==> src/rtl/pwm_capture_array.sv <==
// pwm_capture_array
//
// Multi-channel PWM capture peripheral on an Avalon-MM slave. Each of the
// NUM_CH asynchronous inputs is synchronised, edge detected and measured in
// prescaled ticks: HIGH is the high time and PERIOD is the rising-to-rising
// time. A per-channel stale counter drops a channel's valid flag, clears its
// measurements and sets a sticky timeout bit when no rising edge arrives for
// TIMEOUT_TICKS ticks.
//
// Register map (word addresses):
//   0        STATUS  [31:24] NUM_CH, [23:16] CNT_W, [15:8] sticky (W1C), [7:0] valid
//   1        CTRL    bit0 enable (reset 1)
//   2+2i     HIGH_i
//   3+2i     PERIOD_i
//   others   read 0xFFFF_FFFF, writes ignored
//
// Ports:
//   clock_clk, reset_reset_n       clock, asynchronous active-low reset
//   avs_s0_*                       Avalon-MM slave, fixed read latency of 1,
//                                  waitrequest tied low
//   pwm_in[NUM_CH-1:0]             asynchronous PWM inputs, bit i = channel i
//
// Optional feature macro: PWM_CAPTURE_SNAPSHOT_EN
//   When defined, reading HIGH_i copies PERIOD_i into a per-channel shadow
//   and PERIOD_i reads return that shadow, making a HIGH-then-PERIOD read
//   pair coherent. When undefined, PERIOD_i reads return the live register.
//
// Bus handshake: a read accepted in cycle N (avs_s0_read high) returns data
// with avs_s0_readdatavalid high in cycle N+1; readdata holds until the next
// read. Writes take effect at the end of the accepting cycle. The slave never
// stalls, so every strobe is accepted in the cycle it is presented.

module pwm_capture_array #(
    parameter int NUM_CH        = 6,
    parameter int CNT_W         = 16,
    parameter int PRESCALE      = 50,
    parameter int TIMEOUT_TICKS = 50000,
    parameter int SYNC_STAGES   = 2
) (
    input  logic              clock_clk,
    input  logic              reset_reset_n,
    input  logic [4:0]        avs_s0_address,
    input  logic              avs_s0_read,
    input  logic              avs_s0_write,
    input  logic [31:0]       avs_s0_writedata,
    output logic [31:0]       avs_s0_readdata,
    output logic              avs_s0_readdatavalid,
    output logic              avs_s0_waitrequest,
    input  logic [NUM_CH-1:0] pwm_in
);

    localparam int PS_W = (PRESCALE > 1) ? $clog2(PRESCALE) : 1;
    localparam int ST_W = $clog2(TIMEOUT_TICKS + 1);
    localparam logic [CNT_W-1:0] CNT_MAX = {CNT_W{1'b1}};
    localparam logic [ST_W-1:0]  ST_MAX  = {ST_W{1'b1}};

    // ------------------------------------------------------------------
    // State
    // ------------------------------------------------------------------
    logic                               enable_q, enable_d;
    logic [PS_W-1:0]                    ps_q, ps_d;
    logic                               tick;
    logic [SYNC_STAGES-1:0][NUM_CH-1:0] sync_q, sync_d;
    logic [NUM_CH-1:0]                  prev_q, prev_d;
    logic [NUM_CH-1:0]                  in_s, rise, fall;
    logic [NUM_CH-1:0]                  armed_q, armed_d;
    logic [NUM_CH-1:0]                  valid_q, valid_d;
    logic [NUM_CH-1:0]                  sticky_q, sticky_d;
    logic [NUM_CH-1:0]                  stale_hit, timeout_ev;
    logic [CNT_W-1:0]                   period_cnt_q [NUM_CH];
    logic [CNT_W-1:0]                   period_cnt_d [NUM_CH];
    logic [CNT_W-1:0]                   high_cnt_q   [NUM_CH];
    logic [CNT_W-1:0]                   high_cnt_d   [NUM_CH];
    logic [ST_W-1:0]                    stale_cnt_q  [NUM_CH];
    logic [ST_W-1:0]                    stale_cnt_d  [NUM_CH];
    logic [CNT_W-1:0]                   high_reg_q   [NUM_CH];
    logic [CNT_W-1:0]                   high_reg_d   [NUM_CH];
    logic [CNT_W-1:0]                   period_reg_q [NUM_CH];
    logic [CNT_W-1:0]                   period_reg_d [NUM_CH];
`ifdef PWM_CAPTURE_SNAPSHOT_EN
    logic [CNT_W-1:0]                   shadow_q     [NUM_CH];
    logic [CNT_W-1:0]                   shadow_d     [NUM_CH];
`endif
    logic [31:0]                        readdata_q, readdata_d;
    logic                               rdv_q, rdv_d;
    logic [31:0]                        status;
    logic [31:0]                        rd_mux;
    logic                               unused_wdata;

    // Only bit 0 and the sticky field of writedata are ever consumed.
    assign unused_wdata = ^avs_s0_writedata;

    // Adds the current-cycle tick on top of a saturating counter. Counters
    // are cleared on the edge cycle, so the capture must include the tick of
    // the capturing cycle for a full N-tick interval to read back as N.
    function automatic logic [CNT_W-1:0] sat_add(input logic [CNT_W-1:0] a,
                                                 input logic b);
        return (b && (a != CNT_MAX)) ? a + CNT_W'(1) : a;
    endfunction

    // ------------------------------------------------------------------
    // Control register and prescaler
    // ------------------------------------------------------------------
    always_comb begin
        enable_d = enable_q;
        if (avs_s0_write && avs_s0_address == 5'd1)
            enable_d = avs_s0_writedata[0];
    end

    // With PRESCALE=1 the counter sits at 0 == PRESCALE-1, so tick is
    // high every enabled cycle without a special case.
    always_comb begin
        tick = 1'b0;
        ps_d = ps_q;
        if (!enable_q) begin
            ps_d = '0;
        end else if (ps_q == PS_W'(PRESCALE - 1)) begin
            tick = 1'b1;
            ps_d = '0;
        end else begin
            ps_d = ps_q + PS_W'(1);
        end
    end

    // ------------------------------------------------------------------
    // Synchroniser and edge detection
    // ------------------------------------------------------------------
    always_comb begin
        sync_d[0] = pwm_in;
        for (int s = 1; s < SYNC_STAGES; s++)
            sync_d[s] = sync_q[s-1];
    end

    assign in_s   = sync_q[SYNC_STAGES-1];
    assign prev_d = in_s;
    assign rise   = in_s & ~prev_q;
    assign fall   = ~in_s & prev_q;

    always_comb begin
        stale_hit = '0;
        for (int i = 0; i < NUM_CH; i++)
            stale_hit[i] = (stale_cnt_q[i] == ST_W'(TIMEOUT_TICKS));
    end

    // Only an armed channel can time out, which makes the event one-shot.
    // A rising edge in the same cycle wins over the timeout.
    assign timeout_ev = {NUM_CH{enable_q}} & armed_q & stale_hit & ~rise;

    // ------------------------------------------------------------------
    // Per-channel measurement
    // ------------------------------------------------------------------
    always_comb begin
        armed_d  = armed_q;
        valid_d  = valid_q;
        sticky_d = sticky_q;
        if (avs_s0_write && avs_s0_address == 5'd0)
            sticky_d = sticky_q & ~avs_s0_writedata[8 +: NUM_CH];

        for (int i = 0; i < NUM_CH; i++) begin
            period_cnt_d[i] = period_cnt_q[i];
            high_cnt_d[i]   = high_cnt_q[i];
            stale_cnt_d[i]  = stale_cnt_q[i];
            high_reg_d[i]   = high_reg_q[i];
            period_reg_d[i] = period_reg_q[i];
`ifdef PWM_CAPTURE_SNAPSHOT_EN
            shadow_d[i] = shadow_q[i];
            if (avs_s0_read && avs_s0_address == 5'(2 + 2*i))
                shadow_d[i] = period_reg_q[i];
`endif

            if (!enable_q) begin
                period_cnt_d[i] = '0;
                high_cnt_d[i]   = '0;
                stale_cnt_d[i]  = '0;
                high_reg_d[i]   = '0;
                period_reg_d[i] = '0;
                armed_d[i]      = 1'b0;
                valid_d[i]      = 1'b0;
`ifdef PWM_CAPTURE_SNAPSHOT_EN
                shadow_d[i]     = '0;
`endif
            end else begin
                if (tick) begin
                    period_cnt_d[i] = sat_add(period_cnt_q[i], 1'b1);
                    if (in_s[i])
                        high_cnt_d[i] = sat_add(high_cnt_q[i], 1'b1);
                    if (stale_cnt_q[i] != ST_MAX)
                        stale_cnt_d[i] = stale_cnt_q[i] + ST_W'(1);
                end

                if (fall[i] && armed_q[i])
                    high_reg_d[i] = sat_add(high_cnt_q[i], tick);

                if (rise[i]) begin
                    if (armed_q[i]) begin
                        period_reg_d[i] = sat_add(period_cnt_q[i], tick);
                        valid_d[i]      = 1'b1;
                    end
                    armed_d[i]      = 1'b1;
                    period_cnt_d[i] = '0;
                    high_cnt_d[i]   = '0;
                    stale_cnt_d[i]  = '0;
                end else if (timeout_ev[i]) begin
                    valid_d[i]      = 1'b0;
                    armed_d[i]      = 1'b0;
                    high_reg_d[i]   = '0;
                    period_reg_d[i] = '0;
                    sticky_d[i]     = 1'b1;  // set beats a same-cycle W1C
`ifdef PWM_CAPTURE_SNAPSHOT_EN
                    shadow_d[i]     = '0;
`endif
                end
            end
        end
    end

    // ------------------------------------------------------------------
    // Read path: mux of pre-write values, registered once
    // ------------------------------------------------------------------
    always_comb begin
        status              = '0;
        status[31:24]       = 8'(NUM_CH);
        status[23:16]       = 8'(CNT_W);
        status[8 +: NUM_CH] = sticky_q;
        status[NUM_CH-1:0]  = valid_q;
    end

    always_comb begin
        rd_mux = 32'hFFFF_FFFF;
        if (avs_s0_address == 5'd0)
            rd_mux = status;
        else if (avs_s0_address == 5'd1)
            rd_mux = {31'd0, enable_q};
        for (int i = 0; i < NUM_CH; i++) begin
            if (avs_s0_address == 5'(2 + 2*i))
                rd_mux = 32'(high_reg_q[i]);
            if (avs_s0_address == 5'(3 + 2*i)) begin
`ifdef PWM_CAPTURE_SNAPSHOT_EN
                rd_mux = 32'(shadow_q[i]);
`else
                rd_mux = 32'(period_reg_q[i]);
`endif
            end
        end
    end

    always_comb begin
        readdata_d = avs_s0_read ? rd_mux : readdata_q;
        rdv_d      = avs_s0_read;
    end

    assign avs_s0_readdata      = readdata_q;
    assign avs_s0_readdatavalid = rdv_q;
    assign avs_s0_waitrequest   = 1'b0;

    // ------------------------------------------------------------------
    // Registers
    // ------------------------------------------------------------------
    always_ff @(posedge clock_clk or negedge reset_reset_n) begin
        if (!reset_reset_n) begin
            enable_q   <= 1'b1;
            ps_q       <= '0;
            sync_q     <= '0;
            prev_q     <= '0;
            armed_q    <= '0;
            valid_q    <= '0;
            sticky_q   <= '0;
            readdata_q <= '0;
            rdv_q      <= 1'b0;
            for (int i = 0; i < NUM_CH; i++) begin
                period_cnt_q[i] <= '0;
                high_cnt_q[i]   <= '0;
                stale_cnt_q[i]  <= '0;
                high_reg_q[i]   <= '0;
                period_reg_q[i] <= '0;
`ifdef PWM_CAPTURE_SNAPSHOT_EN
                shadow_q[i]     <= '0;
`endif
            end
        end else begin
            enable_q   <= enable_d;
            ps_q       <= ps_d;
            sync_q     <= sync_d;
            prev_q     <= prev_d;
            armed_q    <= armed_d;
            valid_q    <= valid_d;
            sticky_q   <= sticky_d;
            readdata_q <= readdata_d;
            rdv_q      <= rdv_d;
            for (int i = 0; i < NUM_CH; i++) begin
                period_cnt_q[i] <= period_cnt_d[i];
                high_cnt_q[i]   <= high_cnt_d[i];
                stale_cnt_q[i]  <= stale_cnt_d[i];
                high_reg_q[i]   <= high_reg_d[i];
                period_reg_q[i] <= period_reg_d[i];
`ifdef PWM_CAPTURE_SNAPSHOT_EN
                shadow_q[i]     <= shadow_d[i];
`endif
            end
        end
    end

endmodule

==> config.mk <==
export PLATFORM = sky130hd
export DESIGN_NAME = pwm_capture_array
export DESIGN_NICKNAME = d
export VERILOG_FILES = /design/src/rtl/pwm_capture_array.sv
export SDC_FILE = /design/constraint.sdc
export NUM_CORES = 1
export LEC_CHECK = 0
export CAP_MARGIN = 10
export CORE_MARGIN = 2
export CORE_UTILIZATION = 38
export CTS_BUF_LIST = sky130_fd_sc_hd__clkbuf_8
export DETAILED_ROUTE_END_ITERATION = 8
export PLACE_DENSITY = 0.61
export SYNTH_ARGS = -nofsm -noshare
export SYNTH_HDL_FRONTEND = slang
export SYNTH_SLANG_ARGS = --single-unit
==> constraint.sdc <==
create_clock -name clock_clk -period 3.6 [get_ports clock_clk]
set_clock_uncertainty 0.05 [all_clocks]
set_input_delay 1.08 -clock clock_clk [delete_from_list [all_inputs] [get_ports clock_clk]]
set_output_delay 1.08 -clock clock_clk [all_outputs]
set_load 0.01 [all_outputs]
==> run_results.csv <==
group,metric,value,unit
outcome,outcome,"finished clean",
grt,grt_pass1_vias,22400,
cts,numCtsBuffers,96,
placed_design,dp_worst_setup_slack,0.142,ns
synth,yosysWarnings,0,
placed_design,io_buffers,54,
sta,setup_tns,0,ns
cts,cts_setup_buffers,0,
setup_path,crit_type,"reg -> reg",
placed_design,dp.final_hpwl,57500,um
power,power_leakage,13.0,nW
final_layout,nets,3318,
synth,ys_types,95,
synth,synth_edf_count,0,
floorplan,pin_count,81,
route,drt_iter0_markers,1739,
floorplan,die_h,280,um
synth,ys_async_sr_fraction,100,%
hold_path,min_path_type,"in -> async",
cts,cts_tree,"yes",
grt,use_met2,31.1,%
synth,synth-main-ff-cell,"dfrtp_1",
route,wl_per_cell,18.8,um
final_layout,area_growth,13.4,%
final_layout,area.sequential,0.0136,mm2
grt,grt_usage,20.8,%
placed_design,gp_congestion,0.957,
synth,synth.avg_cell_area,9.11,um2
floorplan,rows,101,
cts,cts.sinks,542,
sta,setup_viol,0,
synth,syn_inst,3179,
sta,min_period_over_period,88.2,%
grt,grt_max_degree,78,
cts,cts_max_level,3,
route,route.detailed.drc,0,
grt,top_usage_layer,"met2",
cts,path_clk_slew,0.06,ns
synth,netlist_area,0.0290,mm2
sta,hold_viol,0,
synth,synth-seq-cells,542,
floorplan,coreArea,0.0757,mm2
cts,cts_root_buf,"clkbuf_8",
route,via_per_inst,5.53,
sta,tightest_slew,1.23,ns
route,dr.pass1.iters,5,
setup_path,regToRegSetupSlack,0.42,ns
route,antenna_left,0,
setup_path,critPathArrivalTime,3.73,ns
floorplan,fp.dieArea,0.0784,mm2
power,max-vdd-ir-drop,0.232,mV
synth,syn_nets,3252,
sta,worst_slack,0.424,ns
final_layout,drive_above_1_share,9.86,%
setup_path,crit_path_start_kind,"register",
grt,grt_pass1_wl,130000,um
floorplan,die_w,280,um
final_layout,fill_cells,7448,
grt,antenna_found_initial,2,
setup_path,worstSetupEndpointType,"register",
sta,period_needed,3.18,ns
sta,slew_viol_final,0,
cts,cts.repair.resized,0,
sta,rsz0062_at_grt,"no",
sta,slew_headroom,17.9,%
floorplan,start_util,38.3,%
final_layout,multiInputGateArea,0.0144,mm2
cts,worstSkewPairLatency,0.71,ns
sta,max_clock_freq,315,MHz
route,routed_wl,81100,um
route,vias,23800,
grt,use_met3,3.26,%
cts,clock_path_buffers,3,
cts,ctsHoldBuffers,0,
power,power_density,406,mW/mm2
grt,gr-total-overflow,0,
grt,met1_usage,30.8,%
setup_path,required,4.15,ns
flow_run,max_cap_viol_count,0,
setup_path,path_max_fanout,28,
synth,yosysSeqAreaShare,46.8,%
[metal layers]
layer  vias up  share of wire (%)
met1     11600                 48
met5         -              0.015
met4         2                2.9
li1      11500                  -
met2       588                 44
met3       142                5.3
[synthesized netlist by cell type, types with 54 or more instances]
cell / n / area share [%]
dfrtp_1: 541 / 47
nor2_1: 497 / 6.4
nand2_1: 307 / 4.0
o21ai_0: 182 / 3.1
nand3_1: 160 / 2.8
xor2_1: 138 / 4.2
xnor2_1: 137 / 4.1
clkbuf_1: 130 / 1.7
a211oi_1: 93 / 2.4
a21oi_1: 93 / 1.6
nand4_1: 86 / 1.9
and3_1: 68 / 1.5
o2bb2ai_1: 57 / 1.7
o31ai_1: 54 / 1.4
[path summary, 6_finish.rpt]
kind | start | end | cells after the start
max reg2reg | ps_q[0] | high_cnt_q[6] | 7
max in group asynchronous | reset_reset_n | stale_cnt_q[8] | 2
min in group clock_clk | sync_d[10] | in_s[4] | 0
min | reset_reset_n | stale_cnt_q[75] | 1
max | ps_q[0] | high_cnt_q[6] | 7
min reg2reg | sync_d[10] | in_s[4] | 0
[layout by cell type (no fill, tap or decap), types with 11 or more instances in the layout]
master | synthesis | layout
nor2_1 | 497 | 490
clkdlybuf4s50_1 | 0 | 52
inv_1 | 52 | 81
o2bb2ai_1 | 57 | 57
nor4_1 | 21 | 21
dfrtp_1 | 541 | 541
o21ai_0 | 182 | 182
a31oi_1 | 45 | 45
nor2b_1 | 34 | 34
ha_1 | 26 | 26
and2_1 | 15 | 15
o221ai_1 | 11 | 11
nand2b_1 | 19 | 19
nand2_1 | 307 | 307
or3_1 | 17 | 17
a21oi_1 | 93 | 93
o31ai_1 | 54 | 54
nand3_1 | 160 | 160
nand4_1 | 86 | 86
o22ai_1 | 29 | 29
xor2_1 | 138 | 138
mux2_2 | 17 | 17
clkinv_2 | 0 | 17
clkbuf_8 | 0 | 122
mux2i_1 | 45 | 45
and3_1 | 68 | 68
nor3_1 | 49 | 49
and4_1 | 22 | 22
buf_4 | 15 | 93
a211oi_1 | 93 | 92
xnor2_1 | 137 | 137
[where the power goes]
group	internal, mW	switching, mW
clock	3.27	2.70
sequential	6.17	0.0921
combinational	0.323	0.772
total	9.77	3.56
[through the flow]
step | instance area, um2 | util [%] | power [mW] | cells | hold WS, ns
floorplan | 29000 | - | 6.89 | 3179 | 0.281
CTS | 32800 | 43.3 | 13.5 | 4300 | 0.262
finish | 32800 | 43.4 | 13.3 | 4305 | 0.287
detailed placement | 30800 | 40.7 | 7.46 | 4122 | 0.285
global route | 32800 | 43.4 | 13.9 | 4305 | 0.293
global placement | 30800 | 40.7 | 7.46 | 4122 | 0.283
[critical path, cell delays in order, from the launching register on]
cell     delay, ns
dfrtp_1       0.41
ha_1          0.23
or3b_1        0.37
or2_4         0.61
a31oi_1       0.08
a21oi_1       0.94
o21ai_0       0.24
o31ai_1       0.11
[area by class of cell]
type,instances,area share (%)
diodes,2,0.0152
clock buffers,122,5.11
clock inverters,56,1.04
inverters,55,0.629
multi-input cells,2393,43.8
flip-flops and latches,542,41.3
well taps,978,3.73
repair buffers,157,4.35
[state kept, by name, indices dropped and copies added (netlist names), 18 cells and up]
register,flops
high_reg_q,96
period_cnt_q,96
avs_s0_readdata,18
period_reg_q,96
stale_cnt_q,96
high_cnt_q,96
[cell families after synthesis]
family	after synthesis	share of synthesized area [%]
compound gates	667	15.4
xor+xnor	275	8.32
fa+ha+maj	26	1.12
buf+inv	244	3.54
flops	542	46.8
mux	64	2.37
other cells	1	0.0130
simple gates	1360	22.4
(Power assumes the default switching activity.)
